### config.mk
export PLATFORM = sky130hd
export DESIGN_NAME = grad_acc_flat
export DESIGN_NICKNAME = d
export VERILOG_FILES = /design/src/rtl/lstm_pkg.sv /design/src/rtl/grad_acc_if.sv /design/src/rtl/grad_acc_mult.sv /design/src/rtl/grad_acc.sv /design/src/flat_wrapper.sv
export SDC_FILE = /design/constraint.sdc
export NUM_CORES = 2
export LEC_CHECK = 0
export BUFFER_PORTS_ARGS = -buffer_cell sky130_fd_sc_hd__buf_2
export CAP_MARGIN = 20
export CORE_AREA = 8 8 420 422
export DETAILED_ROUTE_END_ITERATION = 12
export DIE_AREA = 0 0 428 430
export SLEW_MARGIN = 25
export SYNTH_ARGS = -nofsm -noshare
export SYNTH_HDL_FRONTEND = slang
export SYNTH_HIERARCHICAL = 1
export SYNTH_SLANG_ARGS = --single-unit
### constraint.sdc
create_clock -name clk -period 27 [get_ports clk]
set_clock_uncertainty 0.2 [all_clocks]
set_input_delay 1.35 -clock clk [delete_from_list [all_inputs] [get_ports clk]]
set_output_delay 1.35 -clock clk [all_outputs]
set_load 0.1 [all_outputs]
### src/rtl/lstm_pkg.sv
// rtl/lstm_pkg.sv - shared constants for the LSTM backprop blocks
package lstm_pkg;
    localparam logic [1:0] S_IDLE  = 2'd0;
    localparam logic [1:0] S_RUN   = 2'd1;
    localparam logic [1:0] S_DRAIN = 2'd2;
    localparam logic [1:0] S_DONE  = 2'd3;

    localparam int Q_WIDTH = 32;
    localparam logic [Q_WIDTH-1:0] ONE_Q = 32'h01000000;
    localparam logic [Q_WIDTH-1:0] ZERO  = {Q_WIDTH{1'b0}};
endpackage

### src/rtl/grad_acc_if.sv
// rtl/grad_acc_if.sv - delta handshake and operand-memory read port of grad_acc
interface grad_acc_if #(
    parameter int WIDTH = 32,
    parameter int AW    = 3
);
    logic [WIDTH-1:0] i_dgate;
    logic             i_valid;
    logic             o_ready;
    logic             o_rd_en;
    logic [AW-1:0]    o_rd_addr;
    logic [WIDTH-1:0] i_x;

    // master: delta stage plus operand memory; slave: the accumulator
    modport master (output i_dgate, i_valid, i_x, input o_ready, o_rd_en, o_rd_addr);
    modport slave  (input i_dgate, i_valid, i_x, output o_ready, o_rd_en, o_rd_addr);
endinterface

### src/rtl/grad_acc_mult.sv
// rtl/grad_acc_mult.sv - mult_2in: fixed-point multiply, full product shifted right by FRAC
module mult_2in #(
    parameter int WIDTH = 32,
    parameter int FRAC  = 24
) (
    input  logic signed [WIDTH-1:0] a,
    input  logic signed [WIDTH-1:0] b,
    output logic signed [WIDTH-1:0] y
);
    logic signed [2*WIDTH-1:0] prod;

    assign prod = a * b;
    assign y    = WIDTH'(prod >>> FRAC);
endmodule

### src/rtl/grad_acc.sv
// rtl/grad_acc.sv - per-gate weight/bias gradient accumulator (acc[i] += d*x[i], acc[NIN] += d)
module grad_acc
    import lstm_pkg::*;
#(
    parameter int WIDTH = 32,
    parameter int FRAC  = 24,
    parameter int NIN   = 4,
    parameter int AW    = 3
) (
    input  logic             clk,
    input  logic             rst,
    grad_acc_if.slave        bus,
    input  logic             i_clr,
    input  logic [AW-1:0]    i_rd_idx,
    output logic [WIDTH-1:0] o_grad,
    output logic             o_done,
    output logic [15:0]      o_count
);
    logic [1:0]       state_q, state_d;
    logic [WIDTH-1:0] d_q, d_d;
    logic [AW-1:0]    cnt_q, cnt_d;
    logic [AW-1:0]    addr_q, addr_d;
    logic             av_q, av_d;
    logic [WIDTH-1:0] acc_q [0:NIN];
    logic [WIDTH-1:0] acc_d [0:NIN];
    logic [WIDTH-1:0] grad_q, grad_d;
    logic [15:0]      count_q, count_d;
    logic [WIDTH-1:0] prod;

    mult_2in #(.WIDTH(WIDTH), .FRAC(FRAC)) u_mult (
        .a (d_q),
        .b (bus.i_x),
        .y (prod)
    );

    always_comb begin
        state_d = state_q;
        d_d     = d_q;
        cnt_d   = cnt_q;
        addr_d  = cnt_q;
        av_d    = 1'b0;
        count_d = count_q;
        acc_d   = acc_q;

        // operand issued last cycle lands now; the bias slot is never an operand target
        for (int i = 0; i < NIN; i++) begin
            if (av_q && addr_q == AW'(i)) acc_d[i] = acc_q[i] + prod;
        end

        case (state_q)
            S_IDLE: begin
                if (i_clr) begin
                    for (int i = 0; i <= NIN; i++) acc_d[i] = '0;
                    count_d = '0;
                end else if (bus.i_valid) begin
                    d_d     = bus.i_dgate;
                    cnt_d   = '0;
                    state_d = S_RUN;
                end
            end
            S_RUN: begin
                av_d  = 1'b1;
                cnt_d = cnt_q + 1'b1;
                if (cnt_q == AW'(NIN - 1)) state_d = S_DRAIN;
            end
            S_DRAIN: begin
                acc_d[NIN] = acc_q[NIN] + d_q;
                state_d    = S_DONE;
            end
            default: begin
                count_d = count_q + 16'd1;
                state_d = S_IDLE;
            end
        endcase

        grad_d = '0;
        for (int i = 0; i <= NIN; i++) begin
            if (i_rd_idx == AW'(i)) grad_d = acc_q[i];
        end
    end

    always_ff @(posedge clk or negedge rst) begin
        if (!rst) begin
            state_q <= S_IDLE;
            d_q     <= '0;
            cnt_q   <= '0;
            addr_q  <= '0;
            av_q    <= 1'b0;
            grad_q  <= '0;
            count_q <= '0;
            for (int i = 0; i <= NIN; i++) acc_q[i] <= '0;
        end else begin
            state_q <= state_d;
            d_q     <= d_d;
            cnt_q   <= cnt_d;
            addr_q  <= addr_d;
            av_q    <= av_d;
            grad_q  <= grad_d;
            count_q <= count_d;
            acc_q   <= acc_d;
        end
    end

    assign bus.o_ready   = (state_q == S_IDLE);
    assign bus.o_rd_en   = (state_q == S_RUN);
    assign bus.o_rd_addr = (state_q == S_RUN) ? cnt_q : '0;
    assign o_done        = (state_q == S_DONE);
    assign o_grad        = grad_q;
    assign o_count       = count_q;
endmodule
### src/flat_wrapper.sv
// flat-port wrapper written by rule: the top's interface ports become plain ports
module grad_acc_flat import lstm_pkg::*;
#(
    parameter int WIDTH = 32,
    parameter int FRAC  = 24,
    parameter int NIN   = 4,
    parameter int AW    = 3
)
  (clk, rst, i_clr, i_rd_idx, o_grad, o_done, o_count, bus_i_dgate, bus_i_valid, bus_i_x, bus_o_ready, bus_o_rd_en, bus_o_rd_addr);
  grad_acc_if #(.WIDTH(WIDTH), .AW(AW)) bus_i ();
  input  logic clk;
  input  logic rst;
  input  logic i_clr;
  input  logic [AW-1:0] i_rd_idx;
  output logic [WIDTH-1:0] o_grad;
  output logic o_done;
  output logic [15:0] o_count;
  input wire logic [$bits(bus_i.i_dgate)-1:0] bus_i_dgate;
  input wire logic [$bits(bus_i.i_valid)-1:0] bus_i_valid;
  input wire logic [$bits(bus_i.i_x)-1:0] bus_i_x;
  output wire logic [$bits(bus_i.o_ready)-1:0] bus_o_ready;
  output wire logic [$bits(bus_i.o_rd_en)-1:0] bus_o_rd_en;
  output wire logic [$bits(bus_i.o_rd_addr)-1:0] bus_o_rd_addr;
  assign bus_i.i_dgate = bus_i_dgate;
  assign bus_i.i_valid = bus_i_valid;
  assign bus_i.i_x = bus_i_x;
  assign bus_o_ready = bus_i.o_ready;
  assign bus_o_rd_en = bus_i.o_rd_en;
  assign bus_o_rd_addr = bus_i.o_rd_addr;
  grad_acc #(.WIDTH(WIDTH), .FRAC(FRAC), .NIN(NIN), .AW(AW)) u_core (.clk(clk), .rst(rst), .bus(bus_i), .i_clr(i_clr), .i_rd_idx(i_rd_idx), .o_grad(o_grad), .o_done(o_done), .o_count(o_count));
endmodule
==> flow_summary.json <==
{
  "antenna_found_initial": 8,
  "cts_root_buf": "clkbuf_16",
  "grt-busiest-layer": "met2",
  "reg2reg_depth": 30,
  "outcome": "completed",
  "yosys-top-cells-area": "fa_1 39%, dfrtp_1 12%, ha_1 8.3%",
  "ant_nets": 0,
  "route.detailed.drc": 0,
  "dp_slack_ns": 14.46,
  "gr-usage-all-layers_pct": 16.3,
  "r2r-end": "u_core/acc_q[127]",
  "clock.fmax_mhz": 82.0,
  "rsz0062_at_grt": "no",
  "grt_pass1_vias": 41585,
  "drv_slew": 0,
  "syn-cell-area_mm2": 0.0506,
  "setup_viol": 0,
  "crit_required_ns": 27.30,
  "syn_area_per_cell_um2": 9.10,
  "maxCapViolations": 0,
  "row_count": 152,
  "arrival_ns": 12.49,
  "max_slew_margin_pct": 35.5,
  "place.gp.congestion": 0.893,
  "drt_wl_total_um": 151000,
  "synth_largest_area_cell": "fa_1",
  "period_needed_ns": 12.19,
  "cts_setup_buffers": 0,
  "cts_sinks": 249,
  "cts_resized": 0,
  "syn-num-nets": 6948,
  "hold_violations": 0,
  "met2_usage_pct": 28.0,
  "hpwl_um": 117000,
  "nets": 6887,
  "drive_gt1_share_pct": 5.71,
  "final.setup.tns_ns": 0,
  "cp_max_fo": 32,
  "criticalPathCategory": "in2reg",
  "use_met3_pct": 2.16,
  "yosysSeqAreaShare_pct": 12.3,
  "synth_top_area_share_pct": 39.1,
  "synth_cell_types": 78,
  "die_w_um": 428,
  "synthToLayoutAreaGrowth_pct": 7.90,
  "cpPeakStageDelay_ns": 0.78,
  "regToRegSetupSlack_ns": 15.51,
  "worstSetupStartpoint": "bus_i_x[2]",
  "worst-path-buf-inv": 4,
  "cp-start-kind": "input pin",
  "clock_latency_ns": 0.63,
  "regToRegStartpoint": "u_core/d_q[31]",
  "die_area_mm2": 0.184,
  "grt_overflow_total": 0,
  "io_buffers": 124,
  "die_y_um": 430,
  "crit_slowest_cell": "fa_1",
  "vias": 38459,
  "cts_tree": "done",
  "start_util_pct": 29.7,
  "finalCritPeriodShare_pct": 45.2,
  "critPathTopFamily": "adder cells",
  "crit_end": "u_core/acc_q[127]",
  "grt_pass1_wl_um": 241000,
  "viasPerCell": 4.96,
  "syn_inst": 5556,
  "use_met1_pct": 22.0,
  "min_path_type": "reg2reg",
  "numCtsBuffers": 30,
  "worst_pin_slew_ns": 0.965,
  "synth-edff-count": 0,
  "cts_buffer_depth": 3,
  "synth_seq_cells": 249,
  "core_region_area_mm2": 0.170,
  "async_flop_share_pct": 100,
  "nFillCells": 17591,
  "ys_warn_count": 6,
  "setup_slack_ns": 14.81,
  "drt_iter0_drc": 2623,
  "io_pins": 125,
  "dr.pass1.iters": 5,
  "wl_per_cell_um": 19.5,
  "grt_max_degree": 73,
  "cp_num_cells": 31,
  "clk_pin_slew_worst_paths_ns": 0.07,
  "holdBufCountCts": 0,
  "synth_ff_type": "dfrtp_1",
  "crit_path_end_kind": "flip-flop",
  "h-tree-depth": 1,
  "crit_top_cell": "fa_1"
}
-- state kept, by name, summed over array words and instances (netlist names) --
signal / count
u_core/acc_q: 160
u_core/addr_d: 3
u_core/addr_q: 3
u_core/av_q: 1
u_core/d_q: 32
u_core/o_count: 16
u_core/o_grad: 32
u_core/state_q: 2
-- cell usage in the layout, fill, tap and decap left out, types with 52 or more instances in the layout --
| master | n |
|---|---|
| fa_1 | 987 |
| xnor2_1 | 123 |
| nand2_1 | 820 |
| o21ai_0 | 140 |
| inv_1 | 940 |
| and2_1 | 464 |
| nor2_1 | 167 |
| dfrtp_1 | 249 |
| buf_2 | 123 |
| a21o_1 | 113 |
| a21oi_1 | 272 |
| xor2_1 | 66 |
| nand3_1 | 52 |
| buf_4 | 58 |
| ha_1 | 334 |
-- Yosys cell counts, types with 8 or more instances --
master    number
inv_1        940
a21boi_0       9
nand3_1       52
nand3b_1       9
a21o_1       113
ha_1         334
mux2i_1       31
a211o_1        9
and2_1       465
nand2_1      822
nor2_1       167
xor2_1        66
o21ai_0      140
mux2_2        33
o211ai_1      14
a22oi_1       26
nor3b_1        9
nor2b_1       22
a221oi_1       8
o22ai_1       28
o21a_1        28
nand2b_1      26
clkbuf_1     263
o31ai_1       10
o21bai_1      20
or3_1         21
a211oi_1      39
dfrtp_1      249
o21ai_1        8
fa_1         987
nand4_1       20
a31oi_1       20
xnor2_1      123
nor3_1        29
a21oi_1      273
and3_1        26
buf_1         12
-- layout make-up --
cell class	count	area [µm²]	share of cell area, %
sequential	249	6230	11.4
clock buffer	39	835	1.53
antenna	3	7.51	0.0138
inverter	940	3530	6.47
clock inverter	17	302	0.553
multi-input combinational	4092	39800	72.9
timing repair buffer	182	1070	1.95
tap	2233	2790	5.12
-- layer usage --
metal / wire length [µm] / share of wire (%) / vias up
li1: - / - / 17200
met1: 66100 / 44 / 19900
met2: 72700 / 48 / 1153
met3: 9070 / 6.0 / 206
met4: 3610 / 2.4 / 0
met5: 0 / 0 / -
-- how the worst min path moves through the flow --
stage / start / endpoint / cells past startpoint
3_5_place_dp: u_core/addr_d[2] / u_core/addr_q[2] / 0
2_1_floorplan: u_core/addr_d[2] / u_core/addr_q[2] / 0
6_report: u_core/addr_d[2] / u_core/addr_q[2] / 0
5_1_grt: u_core/addr_d[2] / u_core/addr_q[2] / 0
3_3_place_gp: u_core/addr_d[2] / u_core/addr_q[2] / 0
4_1_cts: u_core/addr_d[2] / u_core/addr_q[2] / 0
-- stage by stage --
step | util, % | area, µm² | hold slack [ns] | cells
2_1_floorplan | - | 50600 | 0.187 | 5556
3_3_place_gp | 31.4 | 53400 | 0.230 | 7696
3_5_place_dp | 31.4 | 53400 | 0.239 | 7696
4_1_cts | 32.1 | 54600 | 0.257 | 7752
5_1_grt | 32.1 | 54600 | 0.274 | 7753
6_report | 32.1 | 54600 | 0.248 | 7755
-- kinds of logic after synthesis --
family / synth area share (%)
xor+xnor: 3.27
fa+ha+maj: 47.3
compound gates: 10.4
mux: 1.62
simple gates: 16.0
flops: 12.3
buf+inv: 9.02
Power is left out: the tool's default activity adds up to more than one toggle a clock period on the data nets, which glitch-free logic cannot reach.
